[src/rtl/aes_cbc_pkg.sv]
`default_nettype none
// ---------------------------------------------------------------------------
// Module      : aes_cbc_pkg
// Description : Shared constants and state encoding for the AES-128 CBC
//               sequencer and the encrypt-core wrapper.
// Revision    : 1.0 - initial release
// ---------------------------------------------------------------------------
package aes_cbc_pkg;

  // Width of one AES block on every datapath bus
  localparam int AES_BLK_W = 128;

  // Fixed latencies of the expand/schedule path and of the encrypt core
  localparam int KEY_LATENCY_DEFAULT  = 12;
  localparam int CORE_LATENCY_DEFAULT = 11;

  // Counter width large enough for the longer of the two latencies
  localparam int CNT_W_DEFAULT = 4;

  typedef enum logic [2:0] {
    IDLE     = 3'd0,
    KEY_WAIT = 3'd1,
    READY    = 3'd2,
    RUN      = 3'd3,
    OUT      = 3'd4
  } cbc_state_t;

endpackage
`default_nettype wire

[src/rtl/cbc_latency_timer.sv]
`default_nettype none
// ---------------------------------------------------------------------------
// Module      : cbc_latency_timer
// Description : Loadable down-counter that saturates at zero. Used for both
//               the key-schedule wait and the encrypt-core wait.
// Revision    : 1.0 - initial release
// ---------------------------------------------------------------------------
module cbc_latency_timer #(
  parameter int CNT_W = 4
) (
  input  logic             clk,
  input  logic             reset,
  input  logic             load,
  input  logic [CNT_W-1:0] load_value,
  output logic [CNT_W-1:0] value,
  output logic             zero
);

  // Load has priority; otherwise count down and stop at zero
  always_ff @(posedge clk) begin
    if (reset) begin
      value <= '0;
    end else if (load) begin
      value <= load_value;
    end else if (value != '0) begin
      value <= value - CNT_W'(1);
    end
  end

  // Zero flag is combinational so the FSM can act in the same cycle
  assign zero = (value == '0);

endmodule
`default_nettype wire

[src/rtl/aes128_cbc_sequencer.sv]
`default_nettype none
// ---------------------------------------------------------------------------
// Module      : aes128_cbc_sequencer
// Description : Controller for the AES-128 CBC encrypt datapath. Takes a
//               stream of plaintext blocks, feeds the core with the key,
//               the chaining vector and the block, waits the core latency
//               and returns the ciphertext. One block in flight at a time,
//               since each block chains on the previous ciphertext.
// Revision    : 1.0 - initial release
// ---------------------------------------------------------------------------
module aes128_cbc_sequencer
  import aes_cbc_pkg::*;
#(
  parameter int KEY_LATENCY  = KEY_LATENCY_DEFAULT,
  parameter int CORE_LATENCY = CORE_LATENCY_DEFAULT,
  parameter int CNT_W        = CNT_W_DEFAULT
) (
  input  logic                 clk,
  input  logic                 reset,
  input  logic                 start,
  input  logic [AES_BLK_W-1:0] key_in,
  input  logic [AES_BLK_W-1:0] iv_in,
  input  logic                 pt_valid,
  output logic                 pt_ready,
  input  logic [AES_BLK_W-1:0] pt_data,
  input  logic                 pt_last,
  output logic                 ct_valid,
  input  logic                 ct_ready,
  output logic [AES_BLK_W-1:0] ct_data,
  output logic                 ct_last,
  output logic                 busy,
  output logic [15:0]          blk_count,
  output logic [AES_BLK_W-1:0] core_key,
  output logic [AES_BLK_W-1:0] core_vector,
  output logic [AES_BLK_W-1:0] core_plain_text,
  input  logic [AES_BLK_W-1:0] core_cipher_text
);

  cbc_state_t           state;
  logic [AES_BLK_W-1:0] chain_reg;
  logic                 last_reg;

  logic                 timer_load;
  logic [CNT_W-1:0]     timer_load_value;
  logic [CNT_W-1:0]     timer_value;
  logic                 timer_zero;

  // Timer is loaded on an accepted start (key wait) or plaintext handshake (core wait)
  always_comb begin
    timer_load       = 1'b0;
    timer_load_value = CNT_W'(CORE_LATENCY - 1);
    case (state)
      IDLE: begin
        if (start) begin
          timer_load       = 1'b1;
          timer_load_value = CNT_W'(KEY_LATENCY - 1);
        end
      end
      READY: begin
        if (pt_valid && pt_ready) begin
          timer_load = 1'b1;
        end
      end
      default: begin
      end
    endcase
  end

  cbc_latency_timer #(
    .CNT_W (CNT_W)
  ) u_timer (
    .clk        (clk),
    .reset      (reset),
    .load       (timer_load),
    .load_value (timer_load_value),
    .value      (timer_value),
    .zero       (timer_zero)
  );

  // Sequencing FSM; handshake flags are registered alongside the state so
  // pt_ready and ct_valid can never overlap
  always_ff @(posedge clk) begin
    if (reset) begin
      state           <= IDLE;
      pt_ready        <= 1'b0;
      ct_valid        <= 1'b0;
      busy            <= 1'b0;
      ct_data         <= '0;
      ct_last         <= 1'b0;
      blk_count       <= '0;
      core_key        <= '0;
      core_vector     <= '0;
      core_plain_text <= '0;
      chain_reg       <= '0;
      last_reg        <= 1'b0;
    end else begin
      case (state)
        IDLE: begin
          if (start) begin
            core_key  <= key_in;
            chain_reg <= iv_in;
            blk_count <= '0;
            busy      <= 1'b1;
            state     <= KEY_WAIT;
          end
        end
        KEY_WAIT: begin
          if (timer_zero) begin
            pt_ready <= 1'b1;
            state    <= READY;
          end
        end
        READY: begin
          if (pt_valid && pt_ready) begin
            core_plain_text <= pt_data;
            core_vector     <= chain_reg;
            last_reg        <= pt_last;
            pt_ready        <= 1'b0;
            state           <= RUN;
          end
        end
        RUN: begin
          if (timer_zero) begin
            ct_data   <= core_cipher_text;
            chain_reg <= core_cipher_text;
            ct_last   <= last_reg;
            ct_valid  <= 1'b1;
            state     <= OUT;
          end
        end
        OUT: begin
          if (ct_valid && ct_ready) begin
            blk_count <= blk_count + 16'd1;
            ct_valid  <= 1'b0;
            if (ct_last) begin
              busy  <= 1'b0;
              state <= IDLE;
            end else begin
              pt_ready <= 1'b1;
              state    <= READY;
            end
          end
        end
        default: begin
          pt_ready <= 1'b0;
          ct_valid <= 1'b0;
          busy     <= 1'b0;
          state    <= IDLE;
        end
      endcase
    end
  end

endmodule
`default_nettype wire

[config.mk]
export PLATFORM = sky130hd
export DESIGN_NAME = aes128_cbc_sequencer
export DESIGN_NICKNAME = d
export VERILOG_FILES = /design/src/rtl/aes_cbc_pkg.sv /design/src/rtl/cbc_latency_timer.sv /design/src/rtl/aes128_cbc_sequencer.sv
export SDC_FILE = /design/constraint.sdc
export NUM_CORES = 1
export LEC_CHECK = 0
export CAP_MARGIN = 20
export CORE_AREA = 4 4 406 408
export CTS_CLUSTER_DIAMETER = 150
export CTS_CLUSTER_SIZE = 12
export DETAILED_ROUTE_END_ITERATION = 12
export DIE_AREA = 0 0 410 412
export GPL_TIMING_DRIVEN = 0
export SYNTH_ARGS = -nofsm -noshare
export SYNTH_HDL_FRONTEND = slang
export SYNTH_HIERARCHICAL = 1
export SYNTH_SLANG_ARGS = --single-unit
export TNS_END_PERCENT = 20
[constraint.sdc]
create_clock -name clk -period 2.5 [get_ports clk]
set_clock_uncertainty 0.05 [all_clocks]
set_input_delay 0.5 -clock clk [delete_from_list [all_inputs] [get_ports clk]]
set_output_delay 0.5 -clock clk [all_outputs]
set_load 0.005 [all_outputs]
# After elaboration in Yosys (flattened, before gate mapping)
# Cells that the tools add are included.
[op_classes] reduce_logical=20 bitwise_logic=3 mux=31 n_addsub=2 n_eq_ne=11
[op_table] operator="$mux W128" n=2
[op_table] operator="$pmux W128 S2" n=1
[op_table] operator="$mux W16" n=2
[op_table] operator="$pmux W16 S2" n=1
[op_table] operator="$add A16 B1 Y16 const B" n=1
[op_table] operator="$mux W3" n=5
[op_table] operator="$pmux W3 S5" n=1
[op_table] operator="$ne A2 B2 Y1 const B" n=7
[op_table] operator="$mux W1" n=12
[op_table] operator="$reduce_and A5 Y1" n=2
[op_table] operator="$reduce_and A3 Y1" n=3
[op_table] operator="$mux W4" n=2
[op_table] operator="$eq A3 B2 Y1 const B" n=2
[op_table] operator="$pmux W1 S3" n=2
[op_table] operator="$reduce_and A2 Y1" n=3
[op_table] operator="$reduce_bool A2 Y1" n=3
[op_table] operator="$reduce_or A3 Y1" n=2
[op_table] operator="$logic_not A4 Y1" n=1
[op_table] operator="$pmux W1 S4" n=1
[op_table] operator="$reduce_and A4 Y1" n=1
[op_table] operator="$reduce_bool A4 Y1" n=1
[op_table] operator="$sub A4 B1 Y4 const B" n=1
[op_table] operator="$eq A3 B1 Y1 const B" n=1
[op_table] operator="$eq A3 B3 Y1 const B" n=1
[op_table] operator="other kinds (6)" n=9
[word_totals] word_cells=80 register_bits=668 output_inout_bits=532 inputBits=518

# Depth between registers and ports, before layout
# Gate-level depths: netlist of the first run.
[logic_depth] ltp_word=4 depth_mapped=9 ltp_nobuf=7

# Cells and area by module
# Netlist of the first run, hierarchy kept.
[by_module_without_submodules] module="aes128_cbc_sequencer" cells_per_inst=3101 area_per_inst_um2=24977.7 instances=1
[by_module_without_submodules] module="cbc_latency_timer" cells_per_inst=24 area_per_inst_um2=229.0 instances=1

# Least setup slack after synthesis of the first run
# No wires, ideal clock.
[synth_timing] path_kind="in2reg" from="input start" to="register u_timer.value[3]" setup_ns=0.092 cell_stages=7 arrival_time_ns=2.023 path_buffers=3 slack_ns=0.334 path_cell_list="or4b_1 > buf_2 > clkbuf_1 > clkbuf_1 > nand2_1 > or2_2 > o32ai_1"
[synth_via] elab_chain_len=3 word_cells_on_any_way=4
[synth_lines] item="from (decl)" line_no="aes128_cbc_sequencer.sv:20" rtl="input logic start,"
[synth_lines] item="$mux W1 (*)" line_no="aes128_cbc_sequencer.sv:54" rtl="if (start) begin"
[synth_lines] item="$pmux W1 S2 (*)" line_no="aes128_cbc_sequencer.sv:52" rtl="case (state)"
[synth_lines] item="via timer_load" line_no="aes128_cbc_sequencer.sv:43" rtl="logic timer_load;"
[synth_lines] item="$mux W4 / $reduce_bool A2 Y1 (equally long branches)"
[synth_lines] item="to (signal assigned)" line_no="cbc_latency_timer.sv:24" rtl="value <= load_value;"
[synth_lines] item="to (signal assigned)" line_no="cbc_latency_timer.sv:26" rtl="value <= value - CNT_W'(1);"
[synth_lines] item="to (decl)" line_no="cbc_latency_timer.sv:15" rtl="output logic [CNT_W-1:0] value,"
# The timed path passes the listed nets; every way through them passes the cells marked *.
# A chain may end at the register's enable or synchronous reset.

# Final worst setup path of the first run
[layout_timing] from="register state[0]" to="register core_vector[120]"
[layout_via] elab_chain_len=2
[layout_lines] item="from (decl)" line_no="aes128_cbc_sequencer.sv:39" rtl="cbc_state_t state;"
[layout_lines] item="from (signal assigned)" line_no="aes128_cbc_sequencer.sv:84" rtl="state <= IDLE;"
[layout_lines] item="from (signal assigned)" line_no="aes128_cbc_sequencer.sv:104" rtl="state <= KEY_WAIT;"
[layout_lines] item="from (signal assigned)" line_no="aes128_cbc_sequencer.sv:110" rtl="state <= READY;"
[layout_lines] item="$eq A3 B2 Y1" line_no="aes128_cbc_sequencer.sv:97" rtl="case (state)"
[layout_lines] item="$reduce_and A2 Y1 (no source line)"
[layout_lines] item="to (signal assigned)" line_no="aes128_cbc_sequencer.sv:116" rtl="core_vector <= chain_reg;"
[layout_lines] item="to (decl)" line_no="aes128_cbc_sequencer.sv:34" rtl="output logic [AES_BLK_W-1:0] core_vector,"
# Every way passes these cells.

==> results of run 1 <==
-- routing by layer --
| layer | GRT usage, % | routed length [µm] | vias up |
|---|---|---|---|
| met2 | 29.17 | 74130 | 1067 |
| met1 | 20.88 | 64150 | 13120 |
| met4 | 4.950 | 4580 | 2 |
| met5 | 0 | 15 | - |
| li1 | - | - | 12640 |
| met3 | 5.185 | 13460 | 176 |
-- worst max-delay path, cell delays in order, from the launching register on --
cell	delay, ps
dfxtp_1	380
buf_2	210
nor3_2	240
buf_6	190
buf_2	390
buf_2	490
nand2_1	140
a21oi_1	150
-- path summary, 6_finish.rpt --
path,depth (start not counted),to,slack (ps),startpoint
worst min register to register,2,core_vector[107],400,chain_reg[107]
worst max-delay path,7,core_vector[120],110,state[0]
worst max register to register,7,core_vector[120],110,state[0]
worst min-delay path,3,core_plain_text[22],330,pt_data[22]
-- cells by family (layout without fill, tap and decap cells) --
family                   count (synthesis)  after routing
AND/OR/NAND/NOR                       1485           1485
buffers and inverters                  271           1410
flip-flops                             668            668
XOR/XNOR                                 6              6
adder cells (fa/ha/maj)                  2              2
AO/OA/AOI/OAI                          690            690
multiplexers                             1              1
other                                    2              7
-- power by group through the flow --
stage | clock [mW] | sequential, mW | combinational, mW
2_1_floorplan | 0 | 12.6 | 4.40
3_5_place_dp | 0 | 12.7 | 8.92
6_report | 8.65 | 12.5 | 9.61
4_1_cts | 8.93 | 12.5 | 9.11
3_3_place_gp | 0 | 12.7 | 8.76
5_1_grt | 9.27 | 12.6 | 10.4
-- placed cells by master, fill, tap and decap left out, drive strengths merged, types with 2 or more instances in the layout --
master         count
dlygate4sd2        2
inv               10
a21oi            528
o22ai              2
nand3            134
dfxtp            668
o31ai              5
conb               3
o21ai              6
o211ai             5
clkdlybuf4s50   1046
a31oi              4
or4                7
and3               4
diode              4
clkbuf           266
nor2b              5
buf               84
xnor2              4
nand2           1172
nand2b             2
a311oi           129
and4               2
xor2               2
nor3               5
o21a               5
or3                7
nand4              4
nor2             136
ha                 2
-- metrics by stage --
step           power, mW   TNS, ps  setup slack [ps]  area (µm²)  hold WS, ps
4_1_cts            30.55     -4743            -119.2       40430        257.1
3_3_place_gp       21.46  -1229480             -3003       38430        387.5
2_1_floorplan      16.97         0             334.3       25210        382.1
3_5_place_dp       21.66   -802090             -2249       38660        391.8
6_report           30.78         0             106.8       40810        332.5
5_1_grt            32.26    -505.7            -29.45       40810        289.2
-- layout make-up --
class	count	area share, %
flip-flops and latches	668	32.77
repair buffers	1075	26.80
multi-input cells	2187	26.17
well taps	2175	6.668
clock buffers	64	3.872
plain buffers	260	3.569
inverters	9	0.08278
clock inverters	2	0.03372
diodes	4	0.02453
-- repair_timing --
item / in CTS / in global routing
pin swaps: 1 / 8
cloned: 0 / 5
endpoints found under the setup margin: 628 / 231
resized for setup: 69 / 66
buffers inserted: 5 / 5
hold buffers: 0 / 0
==> impl_results.md, run 1 <==
* Largest family of logic cells by synthesized area: simple AND/OR/NAND/NOR gates
* Max_cap viols at 0
* Vias at 27.01k
* Crit path DAT at 2920 ps
* Area growth from synthesis to layout at 61.90%
* Later-pin clock latency in the skew report at 660 ps
* Largest net degree at the start of global routing at 17
* Post-Synth Adder-Cell Area at 0.09928%
* Via density per instance at 4.191
* CTS tree: built
* Sw power at 10.54 mW
* Most frequent cell after synthesis: nand2_1
* Post-Route WL at 156.3 mm
* Main synth FF type: dfxtp_1
* Critical Path RT at 3030 ps
* TritonCTS buffer count at 61
* Simple logic cell fraction of the synthesized area at 23.41%
* Crit Path Class: reg2reg
* GRT overflow at 0
* Setup violators final at 0
* Yosys top cell area share at 53.05%
* Final Wtd Congestion at 0.9669
* Initial Util at 15.59%
* Die area at 168900 µm²
* Synth Instances at 3125
* Seq cells post-synth at 668
* Io pins at 1050
* Switching share of power at 34.23%
* Drt drc at 0
* Max clock buf depth at 3
* Top cells by area, synth: dfxtp_1 (53%), nand2_1 (17%), a21oi_1 (10%)
* Cell variety after synth at 47
* Post-Syn Area per Cell at 8.066 µm²
* Pwr Density at 754.3 nW/µm²
* Global-route wire length before repair at 206.1 mm
* CTS sink cnt at 668
* Slew @ Worst Pin at 1099 ps
* Mux contribution to synthesized area at 0.04467%
* Internal at 20.25 mW
* Lkg Pwr at 13.55 nW
* Clock Power Share at 28.1%
* Ys Warns at 6
* Die Ht at 412 µm
* Root Buffer: clkbuf_16
* FF/Latch Area at 13380 µm²
* VDD IR max at 0.5005 mV
* Comb power frac at 31.2%
* Post-DP HPWL at 127.8 mm
* Non-Filler Instances at 6444
* EDFF count, synth at 0
* Synth Area in Compound Gates at 18.38%
* Reg power frac at 40.7%
* Initial antenna violation count at 14
* DRT iter0 DRCs at 1996
* Fin nets at 4782
* CP Max Fanout at 10
* Multi-input logic area at 10680 µm²
* Final hold vios at 0
* RSZ-0062 raised after global routing: true
* Syn Std Cell Area at 25210 µm²
* Wire per inst at 24.26 µm
* First-pass DRT Iterations at 7
* Clock slew at reported path FFs at 80 ps
* Layout cells sized above 1 at 7.479%
* Final worst path period need at 2393 ps
* Fmax at 417.9 MHz
* Ys async rst share at 0%
* H-tree depth at 2
* Area leader, netlist: dfxtp_1
* Slew HR at 26.71%
* Site row count at 148
* Core region area at 161700 µm²
* Most instantiated cells after synthesis: nand2_1 (1171), dfxtp_1 (668), a21oi_1 (528)
* CP Capture Type: register
* Post-detailed-route count of antenna-violating nets at 0
* Vias in the first global route at 26.00k
* Critical Path Start Type: register
* Fillers at 17.63k
* Xor-xnor portion of the synthesized cell area at 0.2085%
* Final period util at 95.73%
* Die X-Extent at 410 µm
* Placed insts at 6362
* Finished Core Util at 25.24%
* Final Max Slew Viols at 0
* Status: completed
* Sequential area share after synthesis at 53.05%
* Port Buf Inserts at 1049
* Total GRT Usage at 17.16%
* Worst hold path type: in2reg
(Power assumes the default switching activity.)
==> run 2: changes to the inputs <==
--- a/config.mk
+++ b/config.mk
@@ -12,6 +12,7 @@
 export DETAILED_ROUTE_END_ITERATION = 12
 export DIE_AREA = 0 0 410 412
 export GPL_TIMING_DRIVEN = 0
+export SKIP_CTS_REPAIR_TIMING = 1
 export SYNTH_ARGS = -nofsm -noshare
 export SYNTH_HDL_FRONTEND = slang
 export SYNTH_HIERARCHICAL = 1
==> run 2 against run 1 <==
Clock power is essentially flat. Worst hold slack worse by 28 ps. Final cell count is essentially flat. Highest routed layer unchanged. Sequential cell count did not move. Wire length down 0.70%. Critical path depth unchanged. Count of clock-buffer cells in the layout unchanged. Register-to-register slack worse by 70 ps. Largest cell class unchanged. Global-route usage hardly changed. Die area did not move.
==> impl_results.md, run 2 (same netlist as run 1, synthesis figures left out) <==
* Max clock buf depth at 3 (unchanged)
* Site row count at 148 (unchanged)
* TritonCTS buffer count at 61 (unchanged)
* Slowest cell on the critical path: clkbuf_2
* CTS tree: built
* Slew @ Worst Pin at 1045 ps (-54.40 ps)
* Cell mode on critical path: buf_2
* Most common cell after layout, fill and taps aside: nand2_1
* Global-route wire length before repair at 206.0 mm (about the same)
* Most frequent cells in the layout: nand2_1 (1170), clkdlybuf4s50_1 (1046), dfxtp_1 (666)
* Status: completed
* RSZ-0062 raised after global routing: true
* Post-detailed-route count of antenna-violating nets at 0 (unchanged)
* GRT overflow at 0 (unchanged)
* Later-pin clock latency in the skew report at 660 ps (about the same)
* Pre-CTS setup slack at -2249 ps (unchanged)
* H-tree depth at 2 (unchanged)
* Final Max Slew Viols at 0 (unchanged)
* Initial antenna violation count at 14 (unchanged)
* Fin worst setup slack at 41.70 ps (-65.11 ps)
* Largest net degree at the start of global routing at 16 (-1)
* DRT iter0 DRCs at 2018 (+1.1%)
* Slowest stage delay, CP at 520 ps (+30 ps)
* Fmax at 406.8 MHz (-2.6%)
* Final period util at 98.33% (+2.6 points)
* Vias at 26.99k (-0.052%)
* Post-DP HPWL at 127.8 mm (unchanged)
* Die area at 168900 µm² (unchanged)
* Die X-Extent at 410 µm (unchanged)
* Io pins at 1050 (unchanged)
* Wire per inst at 24.11 µm (-0.64%)
* CTS sink cnt at 668 (unchanged)
* Area growth from synthesis to layout at 60.89%
* Fin nets at 4777 (-0.10%)
* CP Buf/Inv Count at 4 (unchanged)
* Crit path DAT at 2980 ps (+60 ps)
* Drt drc at 0 (unchanged)
* VDD IR max at 0.4988 mV (-0.34%)
* Finished Core Util at 25.09% (-0.16 points)
* Pwr Density at 746.7 nW/µm² (-1.0%)
* Crit Path Class: reg2reg
* FF/Latch Area at 13380 µm² (unchanged)
* Slew HR at 30.34% (+3.6 points)
* Initial Util at 15.59% (unchanged)
* Via density per instance at 4.191 (about the same)
* Cell family with most CP delay: buffers and inverters
* Worst hold path type: in2reg
* Sequence of cells on the critical path: buf_2, nor3_2, buf_6, buf_2, clkbuf_2, nand2_1, a21oi_1
* Die Ht at 412 µm (unchanged)
* Vias in the first global route at 26.03k (+0.081%)
* Root Buffer: clkbuf_16
* Fillers at 17.66k (+0.16%)
* Final hold vios at 0 (unchanged)
* Critical Path RT at 3030 ps (about the same)
* Lkg Pwr at 13.46 nW (-0.64%)
* Core region area at 161700 µm² (unchanged)
* CP Capture Type: register
* First-pass DRT Iterations at 5 (-2)
* Clock slew at reported path FFs at 80 ps (about the same)
* Critical Path Start Type: register
* Post-Route WL at 155.2 mm (-0.70%)
* Final worst path period need at 2458 ps (+65.11 ps)
* CP Max Fanout at 10 (unchanged)
* Port Buf Inserts at 1049 (unchanged)
* Final Wtd Congestion at 0.9669 (unchanged)
* Setup violators final at 0 (unchanged)
* Max_cap viols at 0 (unchanged)
* Total GRT Usage at 17.15% (about the same)
* Multi-input logic area at 10660 µm² (-0.23%)
* Layout cells sized above 1 at 7.277% (-0.20 points)
run 2: where the power goes:
part	switching [mW]	internal, mW
Combinational	5.42	3.68
Sequential	0.706	11.8
Clock	4.26	4.40
run 2: final timing paths:
kind	start	slack [ps]	end	cells past startpoint
worst max-delay path	state[0]	40	core_vector[120]	7
worst min-delay path	reset	300	u_timer/value[2]	2
worst max register to register	state[0]	40	core_vector[120]	7
worst min register to register	chain_reg[107]	400	core_vector[107]	2
run 2: area by class of cell:
type / instances / share of cell area, %
clock buffers: 64 / 3.897
plain buffers: 259 / 3.304
diodes: 5 / 0.03085
repair buffers: 1071 / 26.68
well taps: 2175 / 6.710
clock inverters: 2 / 0.03394
inverters: 9 / 0.08330
multi-input cells: 2187 / 26.28
flip-flops and latches: 668 / 32.98
run 2: per-stage QoR:
step                      cells  TNS [ps]  instance area (µm²)  power [mW]  hold WS, ps
after CTS                  6428   -413700                40250       30.40        257.1
after detailed placement   6362   -802090                38660       21.66        391.8
after floorplan            3126         0                25210       16.97        382.1
final                      6440         0                40560       30.28        304.3
after global placement     6350  -1229480                38430       21.46        387.5
after global routing       6438     -6660                40550       31.72        289.2
run 2: per-layer routing:
metal	GRT usage [%]	wire (µm)	vias up
li1	-	-	12650
met1	20.89	63780	13090
met2	29.11	73400	1060
met3	5.158	13070	188
met4	5.061	4976	4
met5	0	27	-
run 2: worst register-to-register path: stages (launching register included):
cell and delay, ps:
dfxtp_1 380, buf_2 210, nor3_2 250, buf_6 200, buf_2 400, clkbuf_2 540, nand2_1 190, a21oi_1 150
